## src/rtl/decoder_proj_pkg.sv

```systemverilog
// Shared definitions for the decoder input path.
//   DEC_IO_W           default pad bus / code width
//   DEC_STABLE_CYCLES  default debounce depth (identical synced samples required)
//   DEC_CNT_W          default debounce counter width
//   dec_state_e        conditioner FSM encoding (StSettle = 0, StOffer = 1)
package decoder_proj_pkg;

    localparam int unsigned DEC_IO_W          = 7;
    localparam int unsigned DEC_STABLE_CYCLES = 4;
    localparam int unsigned DEC_CNT_W         = 3;

    typedef enum logic {
        StSettle = 1'b0,
        StOffer  = 1'b1
    } dec_state_e;

endpackage

```

## src/rtl/decoder_in_sync.sv

```systemverilog
// Two-flop synchroniser for a bus of independent asynchronous bits.
// Ports:
//   clk    in   1      destination clock
//   rst_n  in   1      async active-low reset, clears both stages
//   d      in   WIDTH  asynchronous input bus
//   q      out  WIDTH  synchronised bus (two clocks of latency)
module decoder_in_sync #(
    parameter int unsigned WIDTH = 1
) (
    input  logic             clk,
    input  logic             rst_n,
    input  logic [WIDTH-1:0] d,
    output logic [WIDTH-1:0] q
);

    logic [WIDTH-1:0] s1_q;
    logic [WIDTH-1:0] s2_q;

    // Nothing may sit between the two stages, so they share one process.
    always_ff @(posedge clk or negedge rst_n) begin
        if (!rst_n) begin
            s1_q <= '0;
            s2_q <= '0;
        end else begin
            s1_q <= d;
            s2_q <= s1_q;
        end
    end

    assign q = s2_q;

endmodule

```

## src/rtl/decoder_in_conditioner.sv

```systemverilog
// Conditions the raw pad bus for the decoder: synchronise, debounce, and offer
// each new stable code exactly once over a valid/ready handshake.
// Optional feature macro: DEC_IN_COND_STATS_EN adds change_cnt_o, a 16-bit
// wrapping count of completed transfers (cleared by clr_i).
// Ports:
//   clk           in   1     system clock
//   rst_n         in   1     async active-low reset
//   io_in         in   IO_W  raw pad inputs, asynchronous to clk
//   code_o        out  IO_W  debounced code offered to the decoder
//   code_valid_o  out  1     code_o valid
//   code_ready_i  in   1     decoder accepts code_o
//   overrun_o     out  1     sticky: a new stable code appeared while an offer was pending
//   clr_i         in   1     sync clear of overrun_o (and change_cnt_o if built)
//   change_cnt_o  out  16    completed transfer count (DEC_IN_COND_STATS_EN only)
module decoder_in_conditioner
    import decoder_proj_pkg::*;
#(
    parameter int unsigned IO_W          = DEC_IO_W,
    parameter int unsigned STABLE_CYCLES = DEC_STABLE_CYCLES,
    parameter int unsigned CNT_W         = DEC_CNT_W
) (
    input  logic            clk,
    input  logic            rst_n,
    input  logic [IO_W-1:0] io_in,
    output logic [IO_W-1:0] code_o,
    output logic            code_valid_o,
    input  logic            code_ready_i,
    output logic            overrun_o,
`ifdef DEC_IN_COND_STATS_EN
    output logic [15:0]     change_cnt_o,
`endif
    input  logic            clr_i
);

    localparam logic [CNT_W-1:0] CntMax = CNT_W'(STABLE_CYCLES - 1);

    logic [IO_W-1:0]  s2;
    logic [IO_W-1:0]  cand_q;
    logic [IO_W-1:0]  last_q;
    logic [IO_W-1:0]  code_q;
    logic [CNT_W-1:0] cnt_q;
    logic             have_last_q;
    logic             overrun_q;
    dec_state_e       state_q;
    dec_state_e       state_d;
    logic             stable;
    logic             fresh;
    logic             transfer;

    decoder_in_sync #(
        .WIDTH (IO_W)
    ) u_sync (
        .clk   (clk),
        .rst_n (rst_n),
        .d     (io_in),
        .q     (s2)
    );

    // Debounce: any change restarts the count; the counter saturates at CntMax.
    always_ff @(posedge clk or negedge rst_n) begin
        if (!rst_n) begin
            cand_q <= '0;
            cnt_q  <= '0;
        end else if (s2 != cand_q) begin
            cand_q <= s2;
            cnt_q  <= '0;
        end else if (cnt_q < CntMax) begin
            cnt_q <= cnt_q + CNT_W'(1);
        end
    end

    assign stable   = (s2 == cand_q) && (cnt_q == CntMax);
    // Right after reset nothing has been offered yet, so any stable value counts.
    assign fresh    = stable && (!have_last_q || (cand_q != last_q));
    assign transfer = code_valid_o && code_ready_i;

    // FSM state register
    always_ff @(posedge clk or negedge rst_n) begin
        if (!rst_n) begin
            state_q <= StSettle;
        end else begin
            state_q <= state_d;
        end
    end

    // FSM next state
    always_comb begin
        state_d = state_q;
        unique case (state_q)
            StSettle: if (fresh)    state_d = StOffer;
            StOffer:  if (transfer) state_d = StSettle;
            default:                state_d = StSettle;
        endcase
    end

    // FSM outputs: valid is exactly "in OFFER", so reset drops it asynchronously.
    always_comb begin
        code_valid_o = (state_q == StOffer);
    end

    // Capture the offered code; it stays frozen for the whole OFFER state.
    always_ff @(posedge clk or negedge rst_n) begin
        if (!rst_n) begin
            code_q      <= '0;
            last_q      <= '0;
            have_last_q <= 1'b0;
        end else if ((state_q == StSettle) && fresh) begin
            code_q      <= cand_q;
            last_q      <= cand_q;
            have_last_q <= 1'b1;
        end
    end

    // A fresh value while an offer is stuck is an overrun; set beats clear.
    always_ff @(posedge clk or negedge rst_n) begin
        if (!rst_n) begin
            overrun_q <= 1'b0;
        end else if ((state_q == StOffer) && fresh && !transfer) begin
            overrun_q <= 1'b1;
        end else if (clr_i) begin
            overrun_q <= 1'b0;
        end
    end

    assign code_o    = code_q;
    assign overrun_o = overrun_q;

`ifdef DEC_IN_COND_STATS_EN
    logic [15:0] change_cnt_q;

    // Clear beats a simultaneous transfer; the count wraps naturally.
    always_ff @(posedge clk or negedge rst_n) begin
        if (!rst_n) begin
            change_cnt_q <= '0;
        end else if (clr_i) begin
            change_cnt_q <= '0;
        end else if (transfer) begin
            change_cnt_q <= change_cnt_q + 16'd1;
        end
    end

    assign change_cnt_o = change_cnt_q;
`else
`endif

endmodule

```

## config.mk

```make
export PLATFORM = sky130hd
export DESIGN_NAME = decoder_in_conditioner
export DESIGN_NICKNAME = d
export VERILOG_FILES = /design/src/rtl/decoder_proj_pkg.sv /design/src/rtl/decoder_in_sync.sv /design/src/rtl/decoder_in_conditioner.sv
export SDC_FILE = /design/constraint.sdc
export NUM_CORES = 1
export LEC_CHECK = 0
export ABC_AREA = 1
export ABC_CLOCK_PERIOD_IN_PS = 1650
export CAP_MARGIN = 0
export CORE_ASPECT_RATIO = 1.5
export CORE_MARGIN = 5
export CORE_UTILIZATION = 52
export DETAILED_ROUTE_END_ITERATION = 8
export GPL_TIMING_DRIVEN = 0
export HOLD_SLACK_MARGIN = 0.06
export PLACE_DENSITY = 0.79
export SETUP_SLACK_MARGIN = 0.4
export SYNTH_ARGS = -nofsm -noshare
export SYNTH_HDL_FRONTEND = slang
export SYNTH_SLANG_ARGS = --single-unit
```

## constraint.sdc

```tcl
create_clock -name clk -period 1.65 [get_ports clk]
set_input_delay 0.33 -clock clk [delete_from_list [all_inputs] [get_ports clk]]
set_output_delay 0.33 -clock clk [all_outputs]
set_load 0.005 [all_outputs]
```

==> reports/qor.txt, run 1 <==
outcome - finished clean
n_diodes - 0
antenna violations before repair - 0
starting density of the core - 53.0%
Final Hold Vio Count - 0
maximum fanout along the worst path - 5
design area - 2020 um^2
Placement Rows - 23
Hold WS - 243 ps
RSZ-0062 raised after global routing - yes
setup_tns - 0 ps
period utilization - 88.9%
critical path arrival - 1670 ps
worst r2r src - cnt_q[0]$_DFFE_PN0P_
CTS max path bufs - 2
GP Congestion - 0.868
Final #Nets - 209
CTS tree - built
first-pass GRT wire length - 5060 um
DIE AREA - 3830 um^2
power per cell area - 780 nW/um^2
H-tree depth - 2
syn nets - 161
hpwl dp - 1750 um
gr ovfl total - 0
die extent in y - 73.3 um
cells after synthesis - 148
Async SR Flop Fraction - 100%
type of the most critical hold path - input pin to async pin
Clock Sinks - 34
Placeable Area - 2620 um^2
Layout Skew - 3.74 ps
largest net degree at the start of global routing - 35
Core Util, Final - 77.1%
Worst-Margin Slew - 826 ps
Post-synth EDFFs - 0
antenna viol nets, final - 0
Slew Viols, Final - 0
Max-Cap Viols - 0
Syn Area/Cell - 9.38 um^2
yosys warns - 0
CTS root buf - clkbuf_8
Netlist cell types - 17
drt pass-1 iters - 4
Worst-path clk slew - 60 ps
chip width - 52.2 um
Via Count - 1159
element type at the critical path start - flip-flop
latest clock arrival within the worst-skew pair - 280 ps
critical path class - flip-flop to flip-flop
Critical Path Source - cnt_q[0]$_DFFE_PN0P_
top_reg_cell synth - dfrtp_1
total power draw - 1.57 mW
Peak VDD IR - 957 uV
CP Capture Type - flip-flop
share of cells above drive strength 1 - 31.8%
All-Layer GR Usage - 18.5%
vias in the first global route - 1200
Cell Area, Synth - 1390 um^2
final wirelength - 3260 um
CTS Hold Bufs - 0
area growth from synthesis to layout - 45.3%
IO Port Bufs - 19
routed vias/inst - 5.00
crit path time final - 1470 ps
Placed Area - 1630 um^2
register area share after synthesis - 61.3%
leakage power - 1.01 nW
worst relative slew slack - 44.9%
Fmax - 682 MHz
# setup viols final - 0
Starting DRT DRC Count - 59
Yosys reg bits - 34
DRC - 0
Worst EP required - 1860 ps
CTS buffer count - 5
I/O pin count - 20
WL per Instance - 14.0 um
## worst max-delay path: stages (launching register included)
cell and delay, ps:
dfrtp_1 370, ha_2 220, ha_4 160, inv_1 70, nor3_4 260, buf_6 160
nand3_1 70, o21ai_1 80
## worst paths after layout
path / endpoint / slack (ps) / cells past startpoint
min in group clk: u_sync.q[1]$_DFF_PN0_ / 350 / 0
max reg2reg: overrun_o$_DFFE_PN0P_ / 180 / 7
max: overrun_o$_DFFE_PN0P_ / 180 / 7
min reg2reg: u_sync.q[1]$_DFF_PN0_ / 350 / 0
min: u_sync.s1_q[6]$_DFF_PN0_ / 240 / 1
max in group asynchronous: cand_q[4]$_DFFE_PN0P_ / 840 / 1
## cells in the final DEF (no fill, tap or decap), types with 5 or more instances in the layout
master / count
buf_6: 7
nand4_1: 7
clkdlybuf4s50_1: 9
clkbuf_8: 6
inv_1: 17
clkbuf_1: 7
nand2_1: 42
buf_4: 14
nand2_2: 7
clkdlybuf4s15_1: 7
inv_2: 5
dfrtp_1: 32
## registers in the layout, indices dropped and copies added (netlist names)
signal	count
code_o	7
u_sync.s1_q	7
have_last_q	1
cnt_q	3
overrun_o	1
cand_q	7
code_valid_o	1
u_sync.q	7
## timing repair
item                       in CTS  in global routing
setup endpoints to repair      53                 18
gates resized for setup        33                 27
pin swaps                      10                 19
cloned                          2                  0
setup buffers                  14                  6
## cell type report
cell class	instances	area, um^2
flip-flops and latches	34	853
fillers	173	601
multi-input cells	85	553
repair buffers	39	364
inverters	24	92.6
clock buffers	6	82.6
well taps	37	46.3
plain buffers	7	26.3
## routing by layer
metal	GRT usage [%]	part of all wire [%]	vias up
met5	0	0	-
met4	8.52	3.2	0
met3	6.69	5.1	9
met2	32.7	58	41
met1	18.9	33	561
li1	-	-	548
## synth_stat cells (2+ instances only)
| master | instances | area (um^2) |
|---|---|---|
| xnor2_1 | 4 | 35.0 |
| a21oi_1 | 4 | 20.0 |
| nor2_2 | 3 | 18.8 |
| nand2_1 | 47 | 176 |
| nor2_1 | 6 | 22.5 |
| clkbuf_1 | 7 | 26.3 |
| nand3_1 | 4 | 20.0 |
| inv_1 | 21 | 78.8 |
| ha_1 | 2 | 25.0 |
| o21ai_0 | 2 | 10.0 |
| inv_2 | 2 | 7.51 |
| dfrtp_1 | 34 | 851 |
| nand4_1 | 7 | 43.8 |
| nand2_2 | 2 | 12.5 |
## cells by family (layout without fill, tap and decap cells)
group | count (synthesis) | count (layout) | share of synthesized area, %
AND/OR/NAND/NOR | 71 | 73 | 23.9
flip-flops | 34 | 34 | 61.3
buffers and inverters | 31 | 76 | 8.38
AO/OA/AOI/OAI | 6 | 6 | 2.16
XOR/XNOR | 4 | 4 | 2.52
adder cells (fa/ha/maj) | 2 | 2 | 1.80
## where the power goes
group / internal [mW] / total [mW] / switching (mW) / leakage, nW
registers: 0.861 / 0.883 / 0.0217 / 0.424
logic: 0.0525 / 0.109 / 0.0563 / 0.538
clock network: 0.321 / 0.582 / 0.261 / 0.0431
total: 1.23 / 1.57 / 0.339 / 1.01
## through the flow
| step | setup WS, ps | instances |
|---|---|---|
| after floorplan | 402 | 148 |
| after global placement | -324 | 204 |
| after detailed placement | -398 | 204 |
| after CTS | 260 | 226 |
| after global routing | 66.3 | 232 |
| final | 184 | 232 |
Note: power is estimated with default switching activity, not from simulation.
==> run 2, diff against run 1 <==
- SLEW_MARGIN: not set -> 30
==> run 2 against run 1 <==
- design area fell by 4.6%
- worst setup slack improved by 14 ps
- largest power group unchanged
- maximum frequency rose by 0.95%
- critical endpoint is now code_valid_o$_DFF_PN0_
==> reports/qor.txt, run 2 (synthesis gave the netlist of run 1 again) <==
register area - 852 um^2 (-0.15%)
leading cell type in the layout, fill and taps excluded - nand2_1
vias in the first global route - 1153 (-3.9%)
element type at the critical path start - flip-flop
first-pass GRT wire length - 4920 um (-2.7%)
GP Congestion - 0.868 (unchanged)
Core Util, Final - 73.5% (-3.5 points)
Final Hold Vio Count - 0 (unchanged)
I/O pin count - 20 (unchanged)
maximum fanout along the worst path - 6 (+1)
CTS root buf - clkbuf_8
power per cell area - 823 nW/um^2 (+5.6%)
Final #Nets - 204 (-2.4%)
All-Layer GR Usage - 17.8% (-0.68 points)
DRC - 0 (unchanged)
WL per Instance - 13.3 um (-5.1%)
type of the most critical hold path - input pin to async pin
Max-Cap Viols - 0 (unchanged)
worst r2r src - code_o[2]$_DFFE_PN0P_
gr ovfl total - 0 (unchanged)
R2R depth - 7 (unchanged)
Starting DRT DRC Count - 52 (-12%)
Int Power - 1.24 mW (+0.59%)
starting density of the core - 53.0% (unchanged)
CP delay by family, top - simple AND/OR/NAND/NOR gates
FF-to-FF End - code_valid_o$_DFF_PN0_
Worst-path clk slew - 70 ps (about the same)
Fmax - 689 MHz (+0.95%)
CTS tree - built
H-tree depth - 2 (unchanged)
drt pass-1 iters - 6 (+2)
die extent in y - 73.3 um (unchanged)
final wirelength - 3050 um (-6.4%)
Comb power frac - 6.2% (-0.7 points)
Critical Path Source - code_o[2]$_DFFE_PN0P_
Critical path destination - code_valid_o$_DFF_PN0_
worst path buffer plus inverter count - 1 (-1)
total power draw - 1.59 mW (+0.78%)
critical path arrival - 1600 ps (-70 ps)
antenna viol nets, final - 0 (unchanged)
Critical Path Slowest Stage Cell - dfrtp_1
Placement Rows - 23 (unchanged)
Placeable Area - 2620 um^2 (unchanged)
chip width - 52.2 um (unchanged)
outcome - finished clean
antenna violations before repair - 0 (unchanged)
latest clock arrival within the worst-skew pair - 280 ps (about the same)
Peak VDD IR - 1070 uV (+12%)
Layout Skew - 5.26 ps (+1.52 ps)
Placed Area - 1630 um^2 (-0.31%)
Net Sw Frac - 21.7% (+0.15 points)
DIE AREA - 3830 um^2 (unchanged)
Clk network pwr share - 38.2% (+1.2 points)
sequential power share - 55.6% (-0.5 points)
footprint of the multi-input gates - 517 um^2 (-6.6%)
period utilization - 88.0% (-0.84 points)
Clock Sinks - 34 (unchanged)
NetSw - 0.344 mW (+1.5%)
leakage power - 0.971 nW (-3.5%)
critical path depth in cells - 7 (unchanged)
Hold WS - 106 ps (-137 ps)
# setup viols final - 0 (unchanged)
hpwl dp - 1750 um (about the same)
share of cells above drive strength 1 - 24.5% (-7.3 points)
CTS buffer count - 5 (unchanged)
CTS max path bufs - 2 (unchanged)
worst relative slew slack - 51.9% (+7.0 points)
crit path time final - 1450 ps (-13.8 ps)
FF-to-FF setup slack - 200 ps (about the same)
n_diodes - 0 (unchanged)
Via Count - 1134 (-2.2%)
# fillers - 180 (+4.0%)
area growth from synthesis to layout - 38.6%
CTS Hold Bufs - 0 (unchanged)
CP Capture Type - flip-flop
Worst EP required - 1800 ps (-60 ps)
Max stage delay on crit path - 380 ps (about the same)
critical path class - flip-flop to flip-flop
routed vias/inst - 4.95 (-0.88%)
RSZ-0062 raised after global routing - yes
Worst-Margin Slew - 722 ps (-104 ps)
commonest non-fill, non-tap cells in the layout - nand2_1 (47), dfrtp_1 (33), inv_1 (18)
Slew Viols, Final - 0 (unchanged)
IO Port Bufs - 19 (unchanged)
CP Cell Sequence - buf_4 -> xnor2_1 -> nand2_1 -> nor2_4 -> nand2_4 -> nand4_4 -> o21ai_1
largest net degree at the start of global routing - 35 (unchanged)
setup_tns - 0 ps (unchanged)
design area - 1930 um^2 (-4.6%)
==> run 2: how the worst min path moves through the flow <==
stage / start / to / slack, ps
after global routing: rst_n / u_sync.s1_q[6]$_DFF_PN0_ / 160
after CTS: rst_n / u_sync.s1_q[6]$_DFF_PN0_ / 130
after floorplan: rst_n / cand_q[0]$_DFFE_PN0P_ / 30
after global placement: u_sync.s1_q[6]$_DFF_PN0_ / u_sync.q[6]$_DFF_PN0_ / 330
final: rst_n / cand_q[0]$_DFFE_PN0P_ / 110
after detailed placement: u_sync.s1_q[1]$_DFF_PN0_ / u_sync.q[1]$_DFF_PN0_ / 340
==> run 2: power groups by stage <==
stage          registers (mW)  clock network [mW]  logic, mW
4_1_cts                 0.880               0.620     0.0903
5_1_grt                 0.884               0.656      0.109
6_report                0.881               0.606     0.0989
3_3_place_gp            0.892                   0     0.0826
3_5_place_dp            0.894                   0     0.0847
2_1_floorplan           0.890                   0     0.0409
==> run 2: repair_timing <==
| action | CTS | global route |
|---|---|---|
| cloned | 2 | 0 |
| setup endpoints to repair | 20 | 17 |
| pin swaps | 7 | 7 |
| resized for setup | 25 | 16 |
| setup buffers | 11 | 4 |
==> run 2: area by class of cell <==
cell class	count	share of cell area, %
buffer	7	1.36
clock buffer	7	4.48
clock inverter	1	0.260
inverter	24	4.68
multi-input combinational	85	26.8
sequential	34	44.2
tap	37	2.40
timing repair buffer	34	15.7
==> run 2: worst register-to-register path: stages, from the launching register on <==
cell and delay (ps):
dfrtp_1 380, buf_4 140, xnor2_1 160, nand2_1 120, nor2_4 180, nand2_4 120, nand4_4 130, o21ai_1 100
==> run 2: layer usage <==
| layer | vias to the layer above | wire length [um] | track usage [%] | share of wire (%) |
|---|---|---|---|---|
| met2 | 44 | 1800 | 32.7 | 59 |
| li1 | 539 | - | - | - |
| met3 | 10 | 175 | 5.07 | 5.7 |
| met5 | - | 0 | 0 | 0 |
| met4 | 0 | 63 | 6.25 | 2.1 |
| met1 | 541 | 1020 | 18.8 | 33 |
==> run 2: through the flow <==
stage / cells / worst slack (ps)
after floorplan: 148 / 402
after global placement: 204 / -324
after detailed placement: 204 / 206
after CTS: 225 / 275
after global routing: 229 / 131
final: 229 / 198
